## src/rtl/fm_lfo.sv

```systemverilog
// Low-frequency oscillator shared by all FM operators: produces the tremolo
// attenuation for the envelope generator and the vibrato fnum offset for the phase generator.
module fm_lfo (
    input  logic       clk,
    input  logic       reset_n,
    input  logic       sample_tick,
    input  logic       lfo_reset,
    input  logic       dam,
    input  logic       dvb,
    input  logic [2:0] fnum_hi,
    output logic [5:0] am_val,
    output logic [2:0] vib_pos,
    output logic [3:0] vib_delta
);

    logic [9:0] sample_cnt_r;
    logic [7:0] am_pos_r;
    logic [2:0] vib_pos_r;
    logic [5:0] am_val_r;

    logic [7:0] tri_val_s;
    logic [5:0] am_next_s;
    logic [2:0] vib_f_s;
    logic [2:0] vib_mag_s;
    logic       vib_neg_s;

    // Sample counter and the AM / vibrato phase counters; lfo_reset beats a same-edge tick
    always_ff @(posedge clk or negedge reset_n) begin
        if (!reset_n) begin
            sample_cnt_r <= 10'd0;
            am_pos_r     <= 8'd0;
            vib_pos_r    <= 3'd0;
        end else if (lfo_reset) begin
            sample_cnt_r <= 10'd0;
            am_pos_r     <= 8'd0;
            vib_pos_r    <= 3'd0;
        end else if (sample_tick) begin
            sample_cnt_r <= sample_cnt_r + 10'd1;
            if (sample_cnt_r[5:0] == 6'd63) begin
                am_pos_r <= (am_pos_r == 8'd209) ? 8'd0 : am_pos_r + 8'd1;
            end
            if (sample_cnt_r == 10'd1023) begin
                vib_pos_r <= vib_pos_r + 3'd1;
            end
        end
    end

    // Triangle tremolo shape folded around position 104/105, scaled by depth
    always_comb begin
        tri_val_s = 8'd0;
        am_next_s = 6'd0;
        if (am_pos_r < 8'd105) begin
            tri_val_s = am_pos_r;
        end else begin
            tri_val_s = 8'd209 - am_pos_r;
        end
        if (dam) begin
            am_next_s = 6'(tri_val_s >> 2);
        end else begin
            am_next_s = 6'(tri_val_s >> 4);
        end
    end

    // Tremolo output register, refreshed every clock so dam changes land on the next edge
    always_ff @(posedge clk or negedge reset_n) begin
        if (!reset_n) begin
            am_val_r <= 6'd0;
        end else if (lfo_reset) begin
            am_val_r <= 6'd0;
        end else begin
            am_val_r <= am_next_s;
        end
    end

    // Vibrato offset: combinational because fnum_hi changes every operator slot
    always_comb begin
        vib_f_s   = 3'd0;
        vib_mag_s = 3'd0;
        vib_neg_s = 1'b0;
        vib_delta = 4'd0;
        if (dvb) begin
            vib_f_s = fnum_hi;
        end else begin
            vib_f_s = {1'b0, fnum_hi[2:1]};
        end
        case (vib_pos_r)
            3'd1, 3'd3: begin
                vib_mag_s = {1'b0, vib_f_s[2:1]};
                vib_neg_s = 1'b0;
            end
            3'd2: begin
                vib_mag_s = vib_f_s;
                vib_neg_s = 1'b0;
            end
            3'd5, 3'd7: begin
                vib_mag_s = {1'b0, vib_f_s[2:1]};
                vib_neg_s = 1'b1;
            end
            3'd6: begin
                vib_mag_s = vib_f_s;
                vib_neg_s = 1'b1;
            end
            default: begin
                vib_mag_s = 3'd0;
                vib_neg_s = 1'b0;
            end
        endcase
        if (vib_neg_s) begin
            vib_delta = 4'd0 - {1'b0, vib_mag_s};
        end else begin
            vib_delta = {1'b0, vib_mag_s};
        end
    end

    assign am_val  = am_val_r;
    assign vib_pos = vib_pos_r;

endmodule

```

## config.mk

```make
export PLATFORM = sky130hd
export DESIGN_NAME = fm_lfo
export DESIGN_NICKNAME = d
export VERILOG_FILES = /design/src/rtl/fm_lfo.sv
export SDC_FILE = /design/constraint.sdc
export NUM_CORES = 1
export LEC_CHECK = 0
export CORE_MARGIN = 1.5
export CORE_UTILIZATION = 55
export CTS_CLUSTER_DIAMETER = 100
export DETAILED_ROUTE_END_ITERATION = 8
export GPL_TIMING_DRIVEN = 0
export PLACE_DENSITY = 0.91
export SLEW_MARGIN = 20
export SYNTH_ARGS = -nofsm -noshare
export SYNTH_HDL_FRONTEND = slang
export SYNTH_SLANG_ARGS = --single-unit
```

## constraint.sdc

```tcl
create_clock -name clk -period 3.1 [get_ports clk]
set_input_delay 0.775 -clock clk [delete_from_list [all_inputs] [get_ports clk]]
set_output_delay 0.775 -clock clk [all_outputs]
set_load 0.01 [all_outputs]
```

==> summary.md, run 1 <==
| Metric | Value |
|---|---|
| Wire length per cell | `13.8 um` |
| Clk root buf | `clkbuf_4` |
| I/O pins | `22` |
| Fillers | `224` |
| Layout cells sized above 1 | `0.118` |
| CP required | `2.32 ns` |
| Num CTS Buffers | `3` |
| Mapped Cells | `194` |
| Final period util | `1.04` |
| Max Freq | `311 MHz` |
| Later-pin clock latency in the skew report | `0.34 ns` |
| IO Port Bufs | `20` |
| Worst R2R Setup Slack | `0.96 ns` |
| Die height | `59.3 um` |
| Global Route Usage Sum | `0.231` |
| Post-synth ARST share | `1.00` |
| Worst r2r src | `am_pos_r[2]$_DFFE_PN0P_` |
| Total power draw | `568 uW` |
| Flops & latches, synth | `27` |
| Critical path class | `reg2out` |
| DRC errors left | `0` |
| Final TNS setup | `-0.191 ns` |
| Final nets | `242` |
| Finished Layout Cells | `265` |
| Count of final setup violators | `2` |
| Relative max-transition margin | `0.587` |
| Max Cap Viol | `0` |
| CP arrival | `2.44 ns` |
| Seq/Total Area, Yosys | `0.387` |
| Critical path fanouts, max | `2` |
| Ys flop type | `dfrtp_1` |
| Initial Util | `0.576` |
| Clock transition at path regs | `0.16 ns` |
| Yosys warning count | `0` |
| Max VDD drop | `160 uV` |
| Post-synth EDFFs | `0` |
| Syn Nets | `214` |
| Die X | `59.3 um` |
| Finished layout cell area | `2080 sq um` |
| Reg2reg end | `am_pos_r[6]$_DFFE_PN0P_` |
| Core area | `3030 sq um` |
| Max Transition Viols Final | `0` |
| Initial antenna violation count | `0` |
| RSZ-0062 raised after global routing | `true` |
| Most common cell after layout, fill and taps aside | `dfrtp_1` |
| Clock Tree Buf Depth | `2` |
| Place WS | `-0.460 ns` |
| Via-to-Cell Ratio | `5.82` |
| Antenna Cells | `0` |
| PnR worst setup slack | `-0.116 ns` |
| Commonest non-fill, non-tap cells in the layout | `dfrtp_1 (27), nor2_1 (23), clkdlybuf4s50_1 (15)` |
| CTS tree | `yes` |
| P&R area growth vs syn | `19.4%` |
| Path depth of the worst reg2reg path | `7` |
| H-tree depth | `1` |
| Largest net degree at the start of global routing | `28` |
| Initial DRC count | `88` |
| Die ar. | `3520 sq um` |
| Placed insts | `258` |
| CP Launch Type | `register` |
| Fin crit period | `3.22 ns` |
| Pre-antenna DRT Iters | `4` |
| First-pass GRT wire length | `6150 um` |
| Outcome | `finished, violations left` |
| Hold Crit Class | `in2async` |
| ANT nets after route | `0` |
| Synth cell types | `44` |
| Critical path capture point type | `output port` |
| CTS Sinks | `27` |
| Placed cell area | `2000 sq um` |
| Failing checks | `setup timing` |
| WL final | `3660 um` |
| Vias in the first global route | `1461` |
| Via count | `1541` |
| GRT Residual Overflow | `0` |
| Syn avg cell area | `9.00 sq um` |
| Worst slew pin tran | `0.605 ns` |
| Netlist Area Pre-Place | `1750 sq um` |
| Row count | `20` |
| Routability Congestion | `0.881` |
| LEAKAGE | `0.873 nW` |
| Clock Skew | `0.00693 ns` |
| Cell Pwr Density | `273 nW/um^2` |
| Cts hold-fix bufs | `0` |
| Hpwl dp | `2530 um` |
| Final hold violations | `0` |
flip-flops by register name, summed over array words and instances, names as in the netlist:
name / cells
am_pos_r: 8
am_val: 6
vib_pos: 3
sample_cnt_r: 10
kinds of logic (layout without fill, tap and decap cells):
| group | count (synthesis) | after routing | share of synthesized area |
|---|---|---|---|
| xor gates and xnor gates | 14 | 14 | 0.0703 |
| adders and majority gates | 11 | 11 | 0.0789 |
| AOI/OAI and AO/OA | 48 | 48 | 0.191 |
| and+or+nand+nor | 75 | 75 | 0.223 |
| DFF | 27 | 27 | 0.387 |
| muxes | 1 | 1 | 0.00573 |
| buffers and inverters | 18 | 45 | 0.0437 |
what timing repair did:
action                     CTS  global route
setup endpoints to repair    4             2
pin swaps                    7             1
setup buffers                3             0
gates cloned                 0             0
gates resized for setup     20             0
worst max-delay path, cell delays in order, from the launching register on:
cell and delay [ns]:
dfrtp_1 0.44, ha_4 0.20, ha_4 0.15, or3_4 0.37, and2_4 0.17, o21ai_2 0.12
o211a_1 0.15, ha_1 0.21, nor2_1 0.09, a21oi_1 0.04, buf_2 0.15
worst max path at each step:
stage | startpoint | endpoint | slack, ns | cells after the start
after global routing | vib_pos[0]$_DFFE_PN0P_ | vib_delta[1] | -0.22 | 10
after global placement | dvb | vib_delta[2] | -0.45 | 8
after floorplan | vib_pos[0]$_DFFE_PN0P_ | vib_delta[2] | 0.12 | 9
after detailed placement | dvb | vib_delta[2] | -0.46 | 8
after CTS | vib_pos[1]$_DFFE_PN0P_ | vib_delta[1] | -0.09 | 10
final | vib_pos[0]$_DFFE_PN0P_ | vib_delta[1] | -0.12 | 10
layer usage:
metal	track usage	wire length, um	up-vias
met1	0.271	1580	735
met5	0	0	-
li1	-	-	748
met3	0.0349	144	12
met2	0.414	1860	46
met4	0.0974	67	0
cell type report:
cell class                 count  area [sq um]  share of cell area
tap                           44          55.1              0.0264
inverter                       7          26.3              0.0126
clock buffer                   3          22.5              0.0108
clock inverter                 1          7.51             0.00360
buffer                        11          50.0              0.0240
sequential                    27           676               0.324
timing repair buffer          23           205              0.0984
multi-input combinational    149          1040               0.500
synthesized netlist by cell type, drive strengths merged (3+ instances only):
cell type,instances,share of area
clkbuf,5,0.011
o21ai,11,0.032
a21oi,12,0.034
a31o,3,0.015
ha,11,0.079
nand4,4,0.014
nor2,23,0.049
nand2b,3,0.011
and3,4,0.014
or3,5,0.018
xnor2,7,0.035
inv,7,0.015
buf,6,0.018
nand3,7,0.020
a211oi,3,0.013
a31oi,4,0.014
nand2,13,0.028
dfrtp,27,0.39
xor2,7,0.035
nor3,3,0.0086
metrics by stage:
stage,hold WS (ns),util
finish,0.413,0.688
global route,0.449,0.688
CTS,0.438,0.688
detailed placement,0.540,0.659
global placement,0.523,0.661
floorplan,0.479,-
where the power goes:
group          leakage [nW]  internal (mW)  switching (mW)  total, mW
clock                0.0139         0.0495           0.113      0.162
sequential            0.375          0.356         0.00329      0.359
combinational         0.484         0.0193          0.0273     0.0466
Note: power is estimated with default switching activity, not from simulation.
==> inputs of run 2 (changes only) <==
- ABC_CLOCK_PERIOD_IN_PS: default -> 3100
- CORE_UTILIZATION: 55 -> 35
- PLACE_DENSITY: 0.91 -> 0.67
==> run 2 against run 1 <==
The run still ends with setup timing left. Sequential share of layout area fell by 0.33 points. First-iteration DRC count rose by 8.0%. Wire length fell by 2.3%. Die area rose by 54%. Clock-buffer cell count did not move. Critical path depth did not move. Power rose by 6.7%. Clock power rose by 25%. Maximum frequency rose by 3.0%. Cell count rose by 8.7%. Flip-flop and latch count did not move. Critical path type unchanged. Critical endpoint unchanged. Largest cell class unchanged. Largest power group unchanged. Highest routed layer unchanged.
==> summary.md, run 2 (synthesized netlist as in run 1, its figures left out) <==
| Metric | Value |
|---|---|
| I/O pins | `22` |
| Via-to-Cell Ratio | `5.15` |
| Outcome | `finished, violations left` |
| Hold WS | `0.499 ns` |
| LEAKAGE | `0.912 nW` |
| Final period util | `1.01` |
| Largest reg by FF count | `sample_cnt_r` |
| Critical path class | `reg2out` |
| Top Family by Delay on Critical Path | `simple AND/OR/NAND/NOR gates` |
| Worst slew pin tran | `0.597 ns` |
| Die X | `73.6 um` |
| Most common cell after layout, fill and taps aside | `dfrtp_1` |
| PnR worst setup slack | `-0.0229 ns` |
| CTS tree | `yes` |
| Clock Skew | `0.00348 ns` |
| CP arrival | `2.35 ns` |
| Routability Congestion | `0.838` |
| CP required | `2.32 ns` |
| Place WS | `-0.477 ns` |
| RSZ-0062 raised after global routing | `true` |
| Max reg flops | `10` |
| Cell Pwr Density | `288 nW/um^2` |
| Layout cells sized above 1 | `0.118` |
| Die ar. | `5420 sq um` |
| Critical path fanouts, max | `2` |
| Path depth of the worst reg2reg path | `7` |
| Max Cap Viol | `0` |
| CP most frequent cell | `ha_2` |
| P&R area growth vs syn | `20.6%` |
| Global Route Usage Sum | `0.145` |
| Pre-antenna DRT Iters | `4` |
| Vias in the first global route | `1355` |
| First-pass GRT wire length | `6300 um` |
| Fin crit period | `3.12 ns` |
| Initial DRC count | `95` |
| Core area | `4750 sq um` |
| Critical path capture point type | `output port` |
| IO Port Bufs | `20` |
| Later-pin clock latency in the skew report | `0.27 ns` |
| Row count | `25` |
| Max VDD drop | `195 uV` |
| Failing checks | `setup timing` |
| Crit path buf inv count | `1` |
| Commonest non-fill, non-tap cells in the layout | `dfrtp_1 (27), nor2_1 (23), clkdlybuf4s50_1 (14)` |
| GRT Residual Overflow | `0` |
| Fillers | `485` |
| ANT nets after route | `0` |
| Max Transition Viols Final | `0` |
| DRC errors left | `0` |
| Hpwl dp | `2650 um` |
| Num CTS Buffers | `3` |
| WL final | `3570 um` |
| Clk root buf | `clkbuf_8` |
| Count of final setup violators | `1` |
| Max Freq | `320 MHz` |
| H-tree depth | `1` |
| Reg2reg end | `am_pos_r[6]$_DFFE_PN0P_` |
| Clock Tree Buf Depth | `2` |
| Critical path cell sequence | `ha_2, ha_2, or3_4, and2_4, o21ai_2, o211a_1, ha_1, nor2_1, a21oi_1, buf_2` |
| Initial antenna violation count | `0` |
| Worst path slowest cell | `dfrtp_1` |
| Final nets | `242` |
| Wire length per cell | `12.4 um` |
| Via count | `1482` |
| Largest net degree at the start of global routing | `28` |
| Register Area | `676 sq um` |
| Cts hold-fix bufs | `0` |
| Worst r2r src | `am_pos_r[2]$_DFFE_PN0P_` |
| Antenna Cells | `0` |
| Relative max-transition margin | `0.592` |
| Placed cell area | `2020 sq um` |
| Die height | `73.6 um` |
| Clock transition at path regs | `0.10 ns` |
| Final hold violations | `0` |
| Area of the multi-input gates | `1010 sq um` |
| Worst R2R Setup Slack | `0.97 ns` |
| Finished layout cell area | `2110 sq um` |
| Hold Crit Class | `in2async` |
| Max incr delay on CP | `0.39 ns` |
| CP Launch Type | `register` |
| Initial Util | `0.367` |
| CTS Sinks | `27` |
[run 2: routing by layer]
metal	track usage	up-vias	wire, um
met2	0.231	32	1590
met3	0.0178	4	116
met4	0.0370	0	42
met1	0.208	694	1820
met5	0	-	0
li1	-	752	-
[run 2: what timing repair did]
item,4_1_cts,5_1_grt
pin swaps,7,1
buffers inserted,3,0
gates cloned,0,0
endpoints found under the setup margin,4,4
resized for setup,16,2
[run 2: final cells by class]
type,count,share of cell area
tap,67,0.0398
clock buffer,3,0.0196
timing repair buffer,23,0.100
clock inverter,1,0.00238
sequential,27,0.321
inverter,7,0.0125
buffer,11,0.0238
multi-input combinational,149,0.481
[run 2: through the flow]
stage	setup TNS [ns]	util	instances	total power, mW
after CTS	-0.0382	0.442	288	0.616
after global routing	-0.280	0.443	288	0.637
final	-0.0229	0.443	288	0.607
after global placement	-0.916	0.427	281	0.413
after detailed placement	-0.966	0.426	281	0.413
after floorplan	0	-	194	0.386
[run 2: power by group]
part	total [mW]	internal (mW)	leakage, nW	switching (mW)
sequential	0.359	0.356	0.375	0.00348
combinational	0.0454	0.0187	0.511	0.0267
clock	0.202	0.0900	0.0255	0.112
[run 2: worst max path at each step]
stage / start / to / slack, ns / depth (start not counted)
final: vib_pos[1]$_DFFE_PN0P_ / vib_delta[1] / -0.02 / 10
after global placement: dvb / vib_delta[1] / -0.45 / 8
after CTS: vib_pos[0]$_DFFE_PN0P_ / vib_delta[1] / -0.04 / 10
after global routing: vib_pos[1]$_DFFE_PN0P_ / vib_delta[1] / -0.15 / 10
after floorplan: vib_pos[0]$_DFFE_PN0P_ / vib_delta[2] / 0.12 / 9
after detailed placement: dvb / vib_delta[2] / -0.48 / 8
